### src/rtl/serial_subtractor.sv
// Bit-serial two's-complement subtractor: one full-subtractor cell plus a borrow
// flip-flop, processing A - B LSB first under a start/busy/done handshake.
module serial_subtractor #(
    parameter int WIDTH = 4
) (
    input  logic             clk,
    input  logic             rst_n,
    input  logic             En,
    input  logic             Start,
    input  logic [WIDTH-1:0] A,
    input  logic [WIDTH-1:0] B,
    output logic             Busy,
    output logic             Done,
    output logic [WIDTH-1:0] Diff,
    output logic             Bout,
    output logic             Dbit
);

    localparam int CW = (WIDTH > 1) ? $clog2(WIDTH) : 1;
    localparam logic [CW-1:0] LAST = CW'(WIDTH - 1);

    typedef enum logic [1:0] {
        S_IDLE  = 2'd0,
        S_SHIFT = 2'd1,
        S_DONE  = 2'd2
    } state_t;

    state_t           state_q;
    logic [WIDTH-1:0] a_sr_q;
    logic [WIDTH-1:0] b_sr_q;
    logic [WIDTH-1:0] res_q;
    logic [WIDTH-1:0] diff_q;
    logic [CW-1:0]    cnt_q;
    logic             borrow_q;
    logic             bout_q;
    logic             done_q;

    logic             a_bit;
    logic             b_bit;
    logic             d_bit;
    logic             b_next;
    logic [WIDTH-1:0] res_d;

    // Full-subtractor cell
    assign a_bit  = a_sr_q[0];
    assign b_bit  = b_sr_q[0];
    assign d_bit  = a_bit ^ b_bit ^ borrow_q;
    assign b_next = (~a_bit & b_bit) | (~(a_bit ^ b_bit) & borrow_q);
    assign res_d  = {d_bit, res_q[WIDTH-1:1]};

    always_ff @(posedge clk or negedge rst_n) begin
        if (!rst_n) begin
            state_q  <= S_IDLE;
            a_sr_q   <= '0;
            b_sr_q   <= '0;
            res_q    <= '0;
            diff_q   <= '0;
            cnt_q    <= '0;
            borrow_q <= 1'b0;
            bout_q   <= 1'b0;
            done_q   <= 1'b0;
        end else if (En) begin
            case (state_q)
                S_IDLE: begin
                    if (Start) begin
                        a_sr_q   <= A;
                        b_sr_q   <= B;
                        borrow_q <= 1'b0;
                        cnt_q    <= '0;
                        state_q  <= S_SHIFT;
                    end
                end
                S_SHIFT: begin
                    a_sr_q   <= a_sr_q >> 1;
                    b_sr_q   <= b_sr_q >> 1;
                    res_q    <= res_d;
                    borrow_q <= b_next;
                    cnt_q    <= cnt_q + CW'(1);
                    if (cnt_q == LAST) begin
                        // Counter never wraps arithmetically; the exit resets it.
                        cnt_q   <= '0;
                        diff_q  <= res_d;
                        bout_q  <= b_next;
                        done_q  <= 1'b1;
                        state_q <= S_DONE;
                    end
                end
                S_DONE: begin
                    done_q  <= 1'b0;
                    state_q <= S_IDLE;
                end
                default: begin
                    done_q  <= 1'b0;
                    state_q <= S_IDLE;
                end
            endcase
        end
    end

    assign Busy = (state_q == S_SHIFT);
    assign Dbit = (state_q == S_SHIFT) & d_bit;
    assign Done = done_q;
    assign Diff = diff_q;
    assign Bout = bout_q;

endmodule

### config.mk
export PLATFORM = sky130hd
export DESIGN_NAME = serial_subtractor
export DESIGN_NICKNAME = d
export VERILOG_FILES = /design/src/rtl/serial_subtractor.sv
export SDC_FILE = /design/constraint.sdc
export NUM_CORES = 1
export LEC_CHECK = 0
export CAP_MARGIN = 20
export CORE_AREA = 3 3 52 54
export CTS_BUF_LIST = sky130_fd_sc_hd__clkbuf_16
export DETAILED_ROUTE_END_ITERATION = 12
export DIE_AREA = 0 0 55 57
export PLACE_DENSITY_LB_ADDON = 0.15
export SLEW_MARGIN = 20
export SYNTH_ARGS = -nofsm -noshare
export SYNTH_HDL_FRONTEND = slang
export SYNTH_SLANG_ARGS = --single-unit
### constraint.sdc
create_clock -name clk -period 1.5 [get_ports clk]
set_input_delay 0.45 -clock clk [delete_from_list [all_inputs] [get_ports clk]]
set_output_delay 0.45 -clock clk [all_outputs]
set_load 0.005 [all_outputs]
### Yosys cells after proc, flatten, opt, wreduce, memory -nomap -nowiden

Index checks and enable logic that the tools add are counted.

* add/sub/neg operators: 1
* $mul: 0
* div/mod/pow operators: 0
* magnitude comparators: 0
* equality and inequality tests: 4
* shifts and indexed selects: 0
* muxes and demuxes: 14
* bitwise gates (word level): 9
* reduce and logical (&&, ||, !) cells: 7

Operator list (count)
* one-hot mux 4 bit (2 select lines): 2
* AND reduction 3 bit: 4
* 2-to-1 mux 2 bit: 4
* 2-to-1 mux 4 bit: 2
* one-hot mux 2 bit (2 select lines): 2
* one-hot mux 1 bit (2 select lines): 2
* AND 1 bit: 3
* inverter 1 bit: 3
* adder 2 x 1 -> 2 bit, second input constant: 1
* equality test 2 x 1 -> 1 bit, second input constant: 1
* equality test 2 bit, second input constant: 1
* zero test 2 bit: 1
* 2-to-1 mux 1 bit: 2
* inequality test 2 x 1 -> 1 bit, second input constant: 1
* inequality test 2 bit, second input constant: 1
* AND reduction 2 bit: 1
* nonzero test 2 bit: 1
* XOR 1 bit: 2
* bitwise OR 1 bit: 1

* register bits after elaboration: 23
* bits in latches: 0
* RAM bits: 0
* bits in read-only memories: 0
* input bits: 12
* logic and storage cells: 44
* memories: 0

### Longest topological paths before layout

Gate-level depths: netlist of run 1.

* depth in word-level cells: 5
* depth in mapped cells: 4
* depth with buffers taken out: 4

### Worst setup path before layout of run 1

No wires, ideal clock.

* kind: reg2out
* start: reg a_sr_q[0]
* end: out Dbit
* arrival time: 1.058 ns
* required time: 1.050 ns
* setup slack: -0.008 ns
* stages on the path, launching flop included: 3
* buffers on the path: 0
* path through: dfrtp_1 fa_1 and2_1

* cells in the longest elaborated chain, start to end: 3

RTL lines
* start: declaration: line 29 `logic [WIDTH-1:0] a_sr_q;`
* start signal: assignment: line 74 `a_sr_q <= a_sr_q >> 1;`
* XOR 1 bit (2 in a row): line 47 `assign d_bit = a_bit ^ b_bit ^ borrow_q;`
* net d_bit: line 40 `logic d_bit;`
* AND 1 bit: line 101 `assign Dbit = (state_q == S_SHIFT) & d_bit;`
* end: declaration: line 16 `output logic Dbit`

The timed path passes the listed nets, and every way through them passes these cells.

### Worst setup path in the final report of run 1

* start: reg borrow_q
* end: out Dbit

* cells in the longest elaborated chain, start to end: 2

RTL lines
* start: declaration: line 34 `logic borrow_q;`
* start signal: assignment: line 77 `borrow_q <= b_next;`
* XOR 1 bit: line 47
* net d_bit: line 40
* AND 1 bit: line 101

The timed path passes the listed nets, and every way through them passes these cells.

==> impl_metrics.csv, run 1 <==
group,metric,value,unit
floorplan,ios,20,
global_route,grt_pass1_vias,772,
global_route,overflow,0,
logic_synthesis,synth_compound_area_frac,0.0672,
worst_setup_path,critPathSlowestCell,"fa_1",
logic_synthesis,yosys.area.top_type,"dfrtp_1",
floorplan,start_util,0.446,
min_path,min_from,"Diff[0]",
route,route.detailed.drc,0,
worst_setup_path,crit_family,"adder cells",
route,dr.pass1.iters,3,
layout,seqCellArea,551,um2
floorplan,die_h,57,um
route,wirelength,1.90,mm
route,drtIter0Drc,5,
clock_network,cts_tree,"yes",
timing,layout_setup_ws,-0.355,ns
global_route,grt_antenna_before_repair,0,
timing,period_minus_slack,1.86,ns
timing,worst_pin_slew,0.275,ns
floorplan,core_area,2250,um2
worst_setup_path,critPathArrivalTime,1.41,ns
timing,fin_worst_skew,0.00144,ns
layout,layout.cells.non_filler,143,
placed_design,place.gp.congestion,0.738,
logic_synthesis,synth.distinct_cells,22,
clock_network,cts_buffer_depth,2,
clock_network,hold_buffers,0,
layout,final_cell_mix,"22 x dfrtp_1, 15 x mux2_2, 15 x buf_4",
flow_run,maxCapViolCount,0,
global_route,met1_usage,0.200,
worst_setup_path,rr_endpoint,"a_sr_q[2]",
clock_network,cts_root_buf,"clkbuf_16",
logic_synthesis,netlist.area_leader.share,0.547,
route,routed_via_density,4.91,
worst_setup_path,cp-end-kind,"output port",
layout,fillers,202,
logic_synthesis,synth_mux_area_frac,0.210,
global_route,grt_util_met2,0.238,
global_route,grt_util_met3,0.0418,
layout,layout.nets,130,
worst_setup_path,worst_setup_path_start_kind,"flop",
layout,antenna_cells,0,
timing,rsz0062_at_grt,"true",
layout,design_area,1400,um2
worst_setup_path,rrSetupSlack,0.09,ns
logic_synthesis,syn_nets,93,
placed_design,io_buffers,19,
clock_network,numClockSinks,22,
worst_setup_path,rr_worst_depth,4,
min_path,worstHoldEndpoint,"Diff[0]",
logic_synthesis,yosysWarnings,0,
worst_setup_path,criticalPathCategory,"flop to output port",
clock_network,h-tree-depth,1,
route,wl_per_cell,13.3,um
layout,multi_input_area,440,um2
logic_synthesis,synth_fa_ha_area_frac,0.0323,
logic_synthesis,seq_area_frac_synth,0.547,
placed_design,placed_cells,135,
timing,timing.hold.ws,0.500,ns
clock_network,clock_latency,0.25,ns
global_route,grtUsageTotal,0.154,
global_route,top_usage_layer,"met2",
placed_design,place_area,1290,um2
floorplan,dieWidth,55,um
outcome,violations,"setup timing",
logic_synthesis,synthTopCellsByArea,"dfrtp_1 55%, mux2_2 19%, o21ai_0 5.0%",
timing,max_slew_margin,0.817,
logic_synthesis,synth.avg_cell_area,12.7,um2
power,p_leak,0.685,nW
power,p_per_area,1970,nW/um2
worst_setup_path,r2r-start,"state_q[1]",
floorplan,die-area,3140,um2
global_route,grt_pass1_wl,3.49,mm
min_path,holdPathStages,1,
worst_setup_path,critPathRequiredTime,1.05,ns
layout,mostFrequentLayoutCell,"dfrtp_1",
worst_setup_path,timing.critical_path.buf_inv,2,
global_route,grt_max_degree,23,
worst_setup_path,cp_slowest_stage_delay,0.55,ns
outcome,status,"complete, but fails checks",
timing,post-route-period-util,1.24,
power,ir_drop,1.22,mV
timing,maxSlewViolCount,0,
logic_synthesis,ys_ff_latch,22,
logic_synthesis,synthSimpleGateAreaFrac,0.113,
timing,hold_viol,0,
logic_synthesis,synth_xor_area_frac,0,
layout,synthToLayoutAreaGrowth,39.6,%
layout,utilization,0.623,
route,via_count,702,
worst_setup_path,cp_max_fo,2,
logic_synthesis,synthCells,79,
logic_synthesis,synth_top_family_by_area,"multiplexers",
timing,fmax,539,MHz
timing,setup_violations,1,
min_path,hold_class,"flop to flop",
worst_setup_path,crit_chain,"inv_2 -> fa_1 -> and2_1 -> buf_2",
logic_synthesis,synthesis.area,1010,um2
placed_design,dp_slack,-0.503,ns
clock_network,clk_pin_slew,0.06,ns
floorplan,core.rowCount,17,
route,drtAntennaViolNets,0,
layout,drive_gt1_frac,0.391,
clock_network,cts_buffers,3,
[metal layers]
metal | vias up | part of all wire
met1 | 330 | 0.44
li1 | 352 | -
met4 | 0 | 0.018
met3 | 5 | 0.057
met2 | 15 | 0.48
met5 | - | 0
[kinds of logic after synthesis]
kind of cell | Yosys count
flip-flops | 22
buffers and inverters | 5
AND/OR/NAND/NOR | 18
AO/OA/AOI/OAI | 13
multiplexers | 19
adder cells (fa/ha/maj) | 2
[report_power, final]
part	internal, W	leakage, nW	switching, W
clock network	0.000355	0.0385	0.000202
logic	0.000730	0.371	0.000491
registers	0.000862	0.275	0.000131
total	0.00195	0.685	0.000823
[worst register-to-register path: stages (launching register included)]
cell,delay [ns]
dfrtp_1,0.37
buf_4,0.15
nand2b_1,0.20
nor2_4,0.22
mux2_2,0.36
[how the worst max path moves through the flow]
stage | from | endpoint | cells past startpoint
3_5_place_dp | borrow_q | Dbit | 4
2_1_floorplan | borrow_q | Dbit | 3
5_1_grt | borrow_q | Dbit | 4
3_3_place_gp | borrow_q | Dbit | 4
6_report | borrow_q | Dbit | 4
4_1_cts | a_sr_q[0] | Dbit | 3
[flip-flops by register name, summed over array words and instances, names as in the netlist]
register,cells
Diff,4
a_sr_q,4
b_sr_q,4
res_q,3
cnt_q,2
state_q,2
Bout,1
Done,1
borrow_q,1
[cell type report]
class / instances / share of cell area
multi-input cells: 52 / 0.314
flip-flops and latches: 22 / 0.392
well taps: 28 / 0.0250
inverters: 3 / 0.00802
repair buffers: 34 / 0.205
clock inverters: 1 / 0.00267
clock buffers: 3 / 0.0535
[cell usage after synthesis]
library cell and number:
nand4b_4 1, mux2i_1 2, a21oi_1 1, buf_4 1, o21ai_0 10, inv_1 3, o22ai_1 1, nand3_1 3
and2b_2 1, nand2b_1 1, mux2_2 17, nor2_4 1, a31oi_1 1, buf_6 1, dfrtp_1 22, fa_1 1
nand2_1 6, nor2_1 2, ha_1 1, nand4_1 1, nor2b_1 1, and2_1 1
[per-stage QoR]
step | TNS (ns) | total power [W]
floorplan | 0 | 0.00165
CTS | -0.493 | 0.00278
finish | -0.355 | 0.00277
detailed placement | -4.30 | 0.00222
global placement | -3.71 | 0.00218
global route | -0.394 | 0.00301
[repair_timing]
action | 4_1_cts | 5_1_grt
endpoints found under the setup margin | 9 | 13
pin swaps | 3 | 3
resized for setup | 12 | 10
buffers inserted | 3 | 2
(Power assumes the default switching activity.)
==> inputs of run 2 (changes only) <==
--- a/config.mk
+++ b/config.mk
@@ -6,11 +6,12 @@
 export NUM_CORES = 1
 export LEC_CHECK = 0
 export CAP_MARGIN = 20
-export CORE_AREA = 3 3 52 54
+export CORE_AREA = 3 3 55 52
 export CTS_BUF_LIST = sky130_fd_sc_hd__clkbuf_16
 export DETAILED_ROUTE_END_ITERATION = 12
-export DIE_AREA = 0 0 55 57
+export DIE_AREA = 0 0 58 55
 export PLACE_DENSITY_LB_ADDON = 0.15
+export RECOVER_POWER = 25
 export SLEW_MARGIN = 20
 export SYNTH_ARGS = -nofsm -noshare
 export SYNTH_HDL_FRONTEND = slang
==> run 2 against run 1 <==
  * The flow still finishes with violations (setup timing)
  * Cell count shrank 2.1%
  * Utilization down 2.8 points
  * Worst hold slack worse by 0.0099 ns
  * Wire length decreased by 1.8%
  * Sequential share of layout area shrank 0.38 points
  * Via count decreased by 0.43%
  * Power grew 4.0%
  * Largest power group unchanged
==> impl_metrics.csv, run 2 (synthesized netlist as in run 1, its figures left out) <==
group,metric,value,unit
global_route,grt_antenna_before_repair,0,
route,top_layer,"met4",
timing,period_minus_slack,1.92,ns
timing,fin_worst_skew,0.00287,ns
worst_setup_path,critPathArrivalTime,1.47,ns
route,routed_via_density,4.99,
layout,synthToLayoutAreaGrowth,40.9,%
power,ir_drop,1.18,mV
global_route,overflow,0,
timing,rsz0062_at_grt,"true",
global_route,grtUsageTotal,0.133,
floorplan,core.rowCount,17,
route,wirelength,1.87,mm
route,wl_per_cell,13.3,um
worst_setup_path,crit_chain,"fa_1 -> and2_1 -> buf_2",
layout,utilization,0.595,
worst_setup_path,rrSetupSlack,0.05,ns
route,dr.pass1.iters,4,
layout,mostFrequentLayoutCell,"dfrtp_1",
clock_network,cts_buffers,3,
worst_setup_path,cp_slowest_stage_delay,0.58,ns
timing,hold_viol,0,
floorplan,die_h,55,um
placed_design,hpwl,1.29,mm
placed_design,io_buffers,19,
timing,setup_violations,1,
timing,maxSlewViolCount,0,
power,p_per_area,2030,nW/um2
route,wl_met2,838,um
layout,design_area,1420,um2
timing,layout_setup_ws,-0.418,ns
clock_network,clk_pin_slew,0.06,ns
worst_setup_path,worst_setup_path_start_kind,"flop",
floorplan,start_util,0.422,
route,via_count,699,
clock_network,cts_root_buf,"clkbuf_16",
timing,finalSetupTns,-0.418,ns
outcome,violations,"setup timing",
worst_setup_path,critPathRequiredTime,1.05,ns
min_path,hold_class,"flop to flop",
worst_setup_path,criticalPathCategory,"flop to output port",
floorplan,ios,20,
clock_network,cts_tree,"yes",
placed_design,place.gp.congestion,0.724,
layout,final_cell_mix,"22 x dfrtp_1, 13 x mux2_2, 10 x o21ai_0",
route,wl_met1,919,um
floorplan,dieWidth,58,um
clock_network,numClockSinks,22,
placed_design,place_area,1290,um2
worst_setup_path,cp-end-kind,"output port",
worst_setup_path,critPathSlowestCell,"fa_1",
global_route,grt_pass1_vias,708,
layout,drive_gt1_frac,0.357,
layout,layout.nets,127,
clock_network,cts_buffer_depth,2,
worst_setup_path,cp_max_fo,3,
flow_run,maxCapViolCount,0,
timing,fmax,521,MHz
timing,max_slew_margin,0.627,
route,wl_met3,83,um
floorplan,die-area,3190,um2
placed_design,dp_slack,-0.525,ns
power,p_leak,0.691,nW
layout,antenna_cells,0,
timing,worst_pin_slew,0.559,ns
global_route,grt_max_degree,23,
clock_network,clock_latency,0.25,ns
layout,fillers,206,
clock_network,hold_buffers,0,
floorplan,core_area,2380,um2
outcome,status,"complete, but fails checks",
timing,post-route-period-util,1.28,
global_route,grt_pass1_wl,3.03,mm
route,drtAntennaViolNets,0,
route,drtIter0Drc,4,
clock_network,h-tree-depth,1,
route,route.detailed.drc,0,
-- run 2: metrics by stage --
| step | hold slack (ns) | total power [W] | std cells |
|---|---|---|---|
| 2_1_floorplan | 0.154 | 0.00165 | 79 |
| 3_3_place_gp | 0.472 | 0.00212 | 134 |
| 3_5_place_dp | 0.480 | 0.00215 | 134 |
| 4_1_cts | 0.496 | 0.00285 | 140 |
| 5_1_grt | 0.513 | 0.00309 | 140 |
| 6_report | 0.491 | 0.00288 | 140 |
-- run 2: final cells by class --
| type | count | area (um2) | area share |
|---|---|---|---|
| tap | 28 | 35.0 | 0.0247 |
| clock inverter | 1 | 30.0 | 0.0212 |
| multi-input combinational | 52 | 445 | 0.314 |
| timing repair buffer | 31 | 270 | 0.191 |
| sequential | 22 | 551 | 0.388 |
| clock buffer | 3 | 75.1 | 0.0530 |
| inverter | 3 | 11.3 | 0.00794 |
-- run 2: final timing paths --
kind,start,end,cells past startpoint
worst min register to register,Bout,Bout,2
worst min-delay path,Bout,Bout,2
min in group asynchronous,rst_n,state_q[0],2
worst max-delay path,a_sr_q[0],Dbit,3
worst max register to register,state_q[1],a_sr_q[0],4
max in group asynchronous,rst_n,Bout,2
-- run 2: routing by layer --
layer  vias up  track usage
li1        345            -
met1       339        0.153
met2        13        0.220
met3         2       0.0487
met4         0       0.0695
met5         -            0
-- run 2: worst max-delay path, delay by kind of cell, from the launching register on --
kind	cells	cell delay (ns)
flops	1	0.39
fa+ha+maj	1	0.58
buf+inv	1	0.10
simple gates	1	0.14
-- run 2: power breakdown --
part           internal (W)  switching [W]
logic              0.000683       0.000464
clock network      0.000530       0.000214
registers          0.000861       0.000129
total               0.00207       0.000806
-- run 2: timing repair --
action,CTS,global route
setup buffers,2,0
endpoints found under the setup margin,8,9
pin swaps,2,2
gates resized for setup,12,10
